**src/rtl/fifo8x9_ctrl.sv**
```systemverilog
// fifo8x9_ctrl: handshake, occupancy and clear
// sequencing for the 8x9 FIFO storage block.
module fifo8x9_ctrl #(
  parameter int DEPTH = 8,
  parameter int AW    = 3
) (
  input  logic        clk,
  input  logic        rst,
  input  logic        in_valid,
  output logic        in_ready,
  output logic        out_valid,
  input  logic        out_ready,
  input  logic        flush,
  output logic        wren,
  output logic        wrinc,
  output logic        rden,
  output logic        rdinc,
  output logic        wrptr_clr,
  output logic        rdptr_clr,
  output logic [AW:0] count,
  output logic        full,
  output logic        empty
);

  typedef enum logic [1:0] {
    S_INIT  = 2'd0,
    S_RUN   = 2'd1,
    S_FLUSH = 2'd2
  } state_e;

  localparam logic [AW:0] FULL_CNT = (AW+1)'(DEPTH);
  localparam logic [AW:0] ONE      = (AW+1)'(1);

  state_e      state_q, state_d;
  logic [AW:0] count_q, count_d;
  logic        full_q, full_d;
  logic        empty_q, empty_d;
  logic        ovld_q, ovld_d;

  logic run;
  logic wr_ev;
  logic rd_ev;

  // Handshake strobes and next state.
  always_comb begin
    run     = (state_q == S_RUN);
    state_d = state_q;
    count_d = count_q;
    ovld_d  = ovld_q;

    in_ready = run && !full_q && !flush;
    wr_ev    = in_valid && in_ready;
    rd_ev    = run && !empty_q && !flush &&
               (!ovld_q || out_ready);

    unique case (state_q)
      S_INIT:  state_d = S_RUN;
      S_RUN:   state_d = flush ? S_FLUSH : S_RUN;
      S_FLUSH: state_d = S_RUN;
      default: state_d = S_INIT;
    endcase

    // A flush discards the word on DataOut too.
    if (!run || flush) begin
      count_d = '0;
      ovld_d  = 1'b0;
    end else begin
      unique case ({wr_ev, rd_ev})
        2'b10:   count_d = count_q + ONE;
        2'b01:   count_d = count_q - ONE;
        default: count_d = count_q;
      endcase
      if (rd_ev) begin
        ovld_d = 1'b1;
      end else if (ovld_q && out_ready) begin
        ovld_d = 1'b0;
      end
    end

    full_d  = (count_d == FULL_CNT);
    empty_d = (count_d == '0);
  end

  // State, occupancy and output-stage registers.
  always_ff @(posedge clk or negedge rst) begin
    if (!rst) begin
      state_q <= S_INIT;
      count_q <= '0;
      full_q  <= 1'b0;
      empty_q <= 1'b1;
      ovld_q  <= 1'b0;
    end else begin
      state_q <= state_d;
      count_q <= count_d;
      full_q  <= full_d;
      empty_q <= empty_d;
      ovld_q  <= ovld_d;
    end
  end

  assign wren      = wr_ev;
  assign wrinc     = wr_ev;
  assign rden      = rd_ev;
  assign rdinc     = rd_ev;
  assign wrptr_clr = !run;
  assign rdptr_clr = !run;
  assign count     = count_q;
  assign full      = full_q;
  assign empty     = empty_q;
  assign out_valid = ovld_q;

endmodule
```
**config.mk**
```make
export PLATFORM = sky130hd
export DESIGN_NAME = fifo8x9_ctrl
export DESIGN_NICKNAME = d
export VERILOG_FILES = /design/src/rtl/fifo8x9_ctrl.sv
export SDC_FILE = /design/constraint.sdc
export NUM_CORES = 1
export LEC_CHECK = 0
export ABC_AREA = 0
export BUFFER_PORTS_ARGS = -buffer_cell sky130_fd_sc_hd__buf_4
export CAP_MARGIN = 0
export CORE_AREA = 2 2 39 41
export DETAILED_ROUTE_END_ITERATION = 8
export DIE_AREA = 0 0 41 43
export PLACE_DENSITY = 0.7
export SLEW_MARGIN = 10
export SYNTH_ARGS = -nofsm -noshare
export SYNTH_HDL_FRONTEND = slang
export SYNTH_SLANG_ARGS = --single-unit
```
**constraint.sdc**
```tcl
create_clock -name clk -period 2.8 [get_ports clk]
set_clock_uncertainty 0.2 [all_clocks]
set_input_delay 0.56 -clock clk [delete_from_list [all_inputs] [get_ports clk]]
set_output_delay 0.56 -clock clk [all_outputs]
set_load 0.02 [all_outputs]
```
# --- Word-level counts from Yosys, hierarchy flattened ---
# Index checks and enable logic that the tools add are counted.
totals:
  ff_bits: 9
  input_bits: 5
  wordCells: 37
op_classes:
  n_addsub: 2
  n_eq_ne: 5
  n_mux: 7
  reduce_logical: 18
op_table:
  columns: ["cell", "n"]
  rows:
  - ["case mux 4 bit (2 select lines)", 1]
  - ["logical AND 1 bit", 7]
  - ["logical NOT 1 bit", 5]
  - ["adder 4 x 1 -> 4 bit, second input constant", 1]
  - ["equality test 2 x 1 -> 1 bit, second input constant", 2]
  - ["equality test 2 bit, second input constant", 2]
  - ["equality test 4 bit, second input constant", 1]
  - ["logical NOT 4 bit", 1]
  - ["two-way mux 4 bit", 1]
  - ["case mux 2 bit (2 select lines)", 1]
  - ["subtractor 4 x 1 -> 4 bit, second input constant", 1]
  - ["two-way mux 1 bit", 3]
  - ["nonzero test 3 bit", 1]
  - ["logical NOT 2 bit", 1]
  - ["logical OR 1 bit", 2]
  - ["two-way mux 2 bit", 1]
  - ["OR reduction 2 bit", 1]

# --- Longest topological paths before layout ---
# Gate-level depths: netlist of run 1.
depth:
  ltp_word: 8
  mapped_depth: 10

# --- Worst setup path before layout of run 1 ---
# No wires, ideal clock.
synth_timing:
  path_type: "input port to flip-flop"
  startpoint: "in flush"
  endpoint: "reg empty_q (netlist: empty)"
  arrival_time_ns: 3.228
  required_time_ns: 2.522
  slack_ns: -0.706
  path_stages: 9
  path_buffers: 1
  path_cell_list: "or3b_1 -> buf_6 -> nor3_1 -> ha_1 -> ha_1 -> a21oi_1 -> a211oi_1 -> or4_4 -> and3b_1"
synth_via:
  elab_chain_cells: 7
synth_rtl:
  columns: ["item", "line_no", "source"]
  rows:
  - ["from (decl)", "13", "input logic flush,"]
  - ["logical NOT 1 bit (*)", "53", "rd_ev = run && !empty_q && !flush &&"]
  - ["logical AND 1 bit (*) (2 in series)", "53", null]
  - ["named net rden", "16", "output logic rden,"]
  - ["equality test 2 x 1 -> 1 bit or equality test 2 bit (tied branches)", "68", "unique case ({wr_ev, rd_ev})"]
  - ["case mux 4 bit (2 select lines) (*)", "68", null]
  - ["two-way mux 4 bit (*)", "64", "if (!run || flush) begin"]
  - ["logical NOT 4 bit (*)", "81", "empty_d = (count_d == '0);"]
  - ["named net empty_d", "37", "logic empty_q, empty_d;"]
  - ["to (signal assigned)", "96", "empty_q <= empty_d;"]
  - ["to (decl)", "37", null]
# Mark *: on every way through the listed nets, which the timed path passes. The rest lies on a longest branch.
# A chain may end at the register's enable or synchronous reset.

# --- Final worst setup path of run 1 ---
layout_timing:
  startpoint: "in flush"
  endpoint: "reg empty_q (netlist: empty)"
layout_via:
  elab_chain_cells: 7
layout_rtl:
  columns: ["item", "line_no"]
  rows:
  - ["logical NOT 1 bit", "51, 53"]
  - ["logical AND 1 bit (on tied branches)", "53, 51"]
  - ["logical AND 1 bit (on tied branches)", "53, 52"]
  - ["equality test 2 x 1 -> 1 bit or equality test 2 bit (tied branches)", "68"]
  - ["case mux 4 bit (2 select lines)", "68"]
  - ["two-way mux 4 bit (*)", "64"]
  - ["logical NOT 4 bit (*)", "81"]
  - ["named net empty_d", "37"]
# Marked as above.

==> results of run 1 <==
## metrics by stage
stage          TNS [ns]  cell area, µm²  instances  setup slack, ns
6_report              0             773         91            0.111
5_1_grt               0             773         91          0.00629
4_1_cts               0             771         91          0.00670
3_5_place_dp     -0.661             733         86           -0.274
3_3_place_gp     -0.518             733         86           -0.220
2_1_floorplan    -0.405             567         50           -0.191
## timing repair
action                                 4_1_cts  5_1_grt
resized for setup                            0        1
hold buffers                                 1        0
setup endpoints to repair                    0        2
endpoints found under the hold margin        8        0
## placed cells by master, fill, tap and decap left out, types with 3 or more instances in the layout
| master | n |
|---|---|
| dfrtp_1 | 8 |
| inv_1 | 3 |
| nor2_1 | 5 |
| clkbuf_4 | 3 |
| buf_4 | 24 |
## worst reg2reg max path: cells and delay by family, from the launching register on
| kind | cells | cell delay, ns |
|---|---|---|
| adders and majority gates | 2 | 0.48 |
| DFF | 1 | 0.39 |
| and+or+nand+nor | 7 | 1.57 |
## layout make-up
type	instances	area, µm²
Inverter	3	11.3
Clock inverter	1	5.00
Fill cell	128	611
Multi-Input combinational cell	34	298
Tap cell	16	20.0
Clock buffer	3	22.5
Timing Repair Buffer	25	190
Sequential cell	9	226
## per-layer routing
| metal | global-route usage | vias to the layer above |
|---|---|---|
| met5 | 0 | - |
| met4 | 0.0600 | 0 |
| met3 | 0.0314 | 0 |
| met2 | 0.219 | 15 |
| met1 | 0.146 | 192 |
| li1 | - | 218 |
## power by group
part           switching [mW]  total (mW)  internal [mW]
clock network          0.0448      0.0974         0.0526
logic                  0.0436      0.0852         0.0417
registers             0.00462       0.141          0.137
total                  0.0930       0.324          0.231
## path summary, 6_finish.rpt
path | endpoint | slack, ns | start
setup / recovery | empty$_DFF_PN1_ | 0.11 | flush
hold / removal | state_q[0]$_DFF_PN0_ | 0.28 | state_q[0]$_DFF_PN0_
setup reg to reg | empty$_DFF_PN1_ | 0.12 | state_q[1]$_DFF_PN0_
hold reg to reg | state_q[0]$_DFF_PN0_ | 0.28 | state_q[0]$_DFF_PN0_
max in group asynchronous | empty$_DFF_PN1_ | 1.73 | rst
min in group asynchronous | count[2]$_DFF_PN0_ | 0.46 | rst
## kinds of logic (layout without fill, tap and decap cells)
kind of cell | count (synthesis) | after routing | synth area share
XOR/XNOR | 1 | 1 | 0.0169
adder cells (fa/ha/maj) | 4 | 4 | 0.111
AND/OR/NAND/NOR | 20 | 20 | 0.236
multiplexers | 2 | 2 | 0.0386
flip-flops | 9 | 9 | 0.436
buffers and inverters | 7 | 32 | 0.0867
AO/OA/AOI/OAI | 7 | 7 | 0.0747
## flip-flops by register name (all words and copies together) (netlist names)
signal and count:
state_q 2, empty 1, out_valid 1, count 4, full 1
==> results.sh, run 1 <==
export IMPL_run_status="finished, final reports clean"
export IMPL_worst_slew_pin_slew_ns=0.269
export IMPL_ys_top_cells_by_area="dfrtp_1 (39%), ha_1 (7.2%), dfstp_2 (5.1%), buf_4 (4.3%), nor2_1 (4.3%)"
export IMPL_total_power_mw=0.324
export IMPL_finalSetupViolations=0
export IMPL_post_drt_via_cell_ratio=4.67
export IMPL_routed_wirelength_um=966
export IMPL_drtAntennaViolNets=0
export IMPL_drive_above_1_share=0.507
export IMPL_crit_family="simple AND/OR/NAND/NOR gates"
export IMPL_path_clk_slew_ns=0.06
export IMPL_synthesis_nets=59
export IMPL_grt_pass1_wl_mm=1.55
export IMPL_yosysTopAreaCell="dfrtp_1"
export IMPL_ys_seq_area_frac=0.436
export IMPL_route_met3_wl_um=62
export IMPL_wl_met2_um=480
export IMPL_slowest_stage="or4_4"
export IMPL_hold_path_class="flop to flop"
export IMPL_crit_type="input pin to flop"
export IMPL_crit_top_cell="ha_4"
export IMPL_syn_area_um2=519
export IMPL_dieArea_mm2=0.00176
export IMPL_max_cap_violations=0
export IMPL_cts_setup_buffers=0
export IMPL_cts_tree="yes"
export IMPL_cts_sinks=9
export IMPL_cp_end_kind="flop"
export IMPL_synth_cell_type_count=25
export IMPL_post_synth_top_count_cell="dfrtp_1"
export IMPL_wl_met1_um=423
export IMPL_num_vias=425
export IMPL_reg2reg_depth=9
export IMPL_syn2layout_area_growth_pct=48.9
export IMPL_whs_path_depth=1
export IMPL_required_ns=2.79
export IMPL_yosys_warnings=0
export IMPL_clk_path_buf_depth=2
export IMPL_overflow=0
export IMPL_grtUsageTotal=0.131
export IMPL_syn_inst=50
export IMPL_irDropWorstVdd_uv=305
export IMPL_highest_layer="met3"
export IMPL_wire_per_inst_um=10.6
export IMPL_fmax_mhz=372
export IMPL_synth_avg_cell_area_um2=10.4
export IMPL_die_h_um=43
export IMPL_grt_max_degree=10
export IMPL_hold_viol_final=0
export IMPL_crit_chain="buf_4 > or3b_4 > nor2_4 > nand2_1 > ha_4 > ha_4 > nand3_1 > and4b_1 > or4_4 > and3b_1"
export IMPL_drc=0
export IMPL_synth_seq_cells=9
export IMPL_core_area_mm2=0.00138
export IMPL_critPathMaxFanout=5
export IMPL_nNetsFinal=85
export IMPL_synth_edf_count=0
export IMPL_antenna_found_initial=0
export IMPL_relSlewSlack=0.819
export IMPL_cts_root_buf="clkbuf_4"
export IMPL_power_density_mw_per_mm2=419
export IMPL_synth_top_area_share=0.386
export IMPL_synth_ff_type="dfrtp_1"
export IMPL_htreeDepth=1
export IMPL_dpl_hpwl_um=794
export IMPL_grt_pass1_vias=405
export IMPL_n_antenna_cell=0
export IMPL_clkLatencyLatePin_ns=0.25
export IMPL_synth_common_cells="dfrtp_1 (8), nor2_1 (6)"
export IMPL_rsz0062_at_grt="no"
export IMPL_min_period_over_period=0.960
export IMPL_path_buf_inv=1
export IMPL_period_needed_ns=2.69
export IMPL_row_count=14
export IMPL_initial_core_util=0.375
export IMPL_dr_pass1_iters=2
export IMPL_dieWidth_um=41
export IMPL_cts_buffers=3
export IMPL_post_route_util=0.559
export IMPL_port_buffers=18
export IMPL_cp_start_kind="input pin"
export IMPL_slew_violations=0
export IMPL_cp_slowest_stage_delay_ns=0.43
export IMPL_whs_ns=0.277
export IMPL_drtIter0Drc=4
export IMPL_cp_arrival_ns=2.68
export IMPL_p_leak_nw=0.413
export IMPL_cp_depth=10
export IMPL_synthArstFlopShare=1.00
export IMPL_globalplace_congestion=0.757
export IMPL_boundaryPins=19
(Power assumes the default switching activity.)
==> run 2: changes to the inputs <==
PLACE_DENSITY = unset   (was 0.7)
PLACE_DENSITY_LB_ADDON = 0.3   (was unset)
SKIP_CTS_REPAIR_TIMING = 1   (was unset)
==> run 2 against run 1 <==
Fmax shrank 0.50%. Sequential power about the same. Setup slack worse by 0.013 ns. First-iteration DRC count shrank 25%. Clock power fell by 0.8%. Core utilization fell by 0.63 points. Die area is the same. Via count stayed put.
==> results.sh, run 2 (synthesis gave the netlist of run 1 again) <==
export IMPL_run_status="finished, final reports clean"
export IMPL_irDropWorstVdd_uv=243
export IMPL_tns_ns=0
export IMPL_total_power_mw=0.322
export IMPL_period_needed_ns=2.70
export IMPL_core_area_mm2=0.00138
export IMPL_final_cell_mix="buf_4 (23), dfrtp_1 (8), nor2_1 (5)"
export IMPL_sw_frac_of_total=0.279
export IMPL_overflow=0
export IMPL_p_int_mw=0.232
export IMPL_drtIter0Drc=3
export IMPL_mostFrequentLayoutCell="buf_4"
export IMPL_largest_reg_flops=4
export IMPL_cts_sinks=9
export IMPL_whs_ns=0.289
export IMPL_wire_per_inst_um=10.9
export IMPL_setup_ws_ns=0.0973
export IMPL_clkLatencyLatePin_ns=0.25
export IMPL_grt_pass1_vias=406
export IMPL_dpl_hpwl_um=785
export IMPL_dr_pass1_iters=3
export IMPL_syn2layout_area_growth_pct=47.2
export IMPL_cp_arrival_ns=2.69
export IMPL_hold_viol_final=0
export IMPL_worst_slew_pin_slew_ns=0.263
export IMPL_drive_above_1_share=0.486
export IMPL_pwr_share_clk=0.300
export IMPL_cp_end_kind="flop"
export IMPL_initial_core_util=0.375
export IMPL_min_period_over_period=0.965
export IMPL_post_drt_via_cell_ratio=4.72
export IMPL_antenna_found_initial=0
export IMPL_row_count=14
export IMPL_grt_pass1_wl_mm=1.61
export IMPL_required_ns=2.79
export IMPL_p_comb_frac=0.260
export IMPL_crit_type="input pin to flop"
export IMPL_power_density_mw_per_mm2=421
export IMPL_cts_buffers=3
export IMPL_die_h_um=43
export IMPL_num_vias=425
export IMPL_dieWidth_um=41
export IMPL_finalSetupViolations=0
export IMPL_cts_tree="yes"
export IMPL_htreeDepth=1
export IMPL_routed_wirelength_um=984
export IMPL_cts_root_buf="clkbuf_4"
export IMPL_grtUsageTotal=0.132
export IMPL_clk_path_buf_depth=2
export IMPL_globalplace_congestion=0.718
export IMPL_placed_area_um2=726
export IMPL_final_area_um2=764
export IMPL_max_cap_violations=0
export IMPL_relSlewSlack=0.823
export IMPL_p_leak_nw=0.404
export IMPL_drc=0
export IMPL_n_antenna_cell=0
export IMPL_drtAntennaViolNets=0
export IMPL_hold_path_class="flop to flop"
export IMPL_port_buffers=18
export IMPL_slew_violations=0
export IMPL_critPathMaxFanout=5
export IMPL_pwr_share_seq=0.440
export IMPL_path_clk_slew_ns=0.06
export IMPL_cp_start_kind="input pin"
export IMPL_grt_max_degree=10
export IMPL_p_switching_mw=0.0898
export IMPL_fmax_mhz=370
export IMPL_dp_slack_ns=-0.272
export IMPL_nNetsFinal=84
export IMPL_boundaryPins=19
export IMPL_dieArea_mm2=0.00176
## run 2: cell types whose count changed in the layout (fill, tap and decap cells not counted), sizes merged
| cell | delta |
|---|---|
| clkinv | -1 |
| buf | -1 |
| clkbuf | +1 |
## run 2: path summary, 6_finish.rpt
kind,startpoint,to,slack (ns),cells past startpoint
max,flush,empty$_DFF_PN1_,0.1,10
min,state_q[0]$_DFF_PN0_,state_q[0]$_DFF_PN0_,0.29,1
max reg2reg,state_q[1]$_DFF_PN0_,empty$_DFF_PN1_,0.1,9
min reg2reg,state_q[0]$_DFF_PN0_,state_q[0]$_DFF_PN0_,0.29,1
max in group asynchronous,rst,empty$_DFF_PN1_,1.72,2
min in group asynchronous,rst,count[2]$_DFF_PN0_,0.46,2
## run 2: per-stage QoR
step | cells | util
after floorplan | 50 | -
after global placement | 85 | 0.524
after detailed placement | 85 | 0.524
after CTS | 89 | 0.543
after global routing | 90 | 0.552
final | 90 | 0.552
## run 2: per-layer routing
metal,track usage,vias up,share of wire
li1,-,218,-
met1,0.171,193,0.44
met2,0.209,14,0.48
met3,0.0157,0,0.075
met4,0.0600,0,0
met5,0,-,0
## run 2: cell type report
type	count	area [µm²]
Fill cell	123	619
Multi-Input combinational cell	34	298
Sequential cell	9	226
Timing Repair Buffer	24	183
Clock buffer	4	26.3
Tap cell	16	20.0
Inverter	3	11.3
## run 2: worst max-delay path, stage by stage
cell     delay (ns)
buf_4          0.12
or3b_4         0.41
nor2_4         0.10
nand2_1        0.11
ha_4           0.20
ha_4           0.27
nand3_1        0.10
and4b_1        0.21
or4_4          0.42
and3b_1        0.18
## run 2: power groups by stage
stage                     Combinational [mW]  Sequential (mW)  Clock (mW)
after floorplan                       0.0527            0.145           0
after global placement                0.0810            0.143           0
after detailed placement              0.0812            0.144           0
after CTS                             0.0819            0.141       0.101
after global routing                  0.0912            0.143       0.112
final                                 0.0838            0.142      0.0966
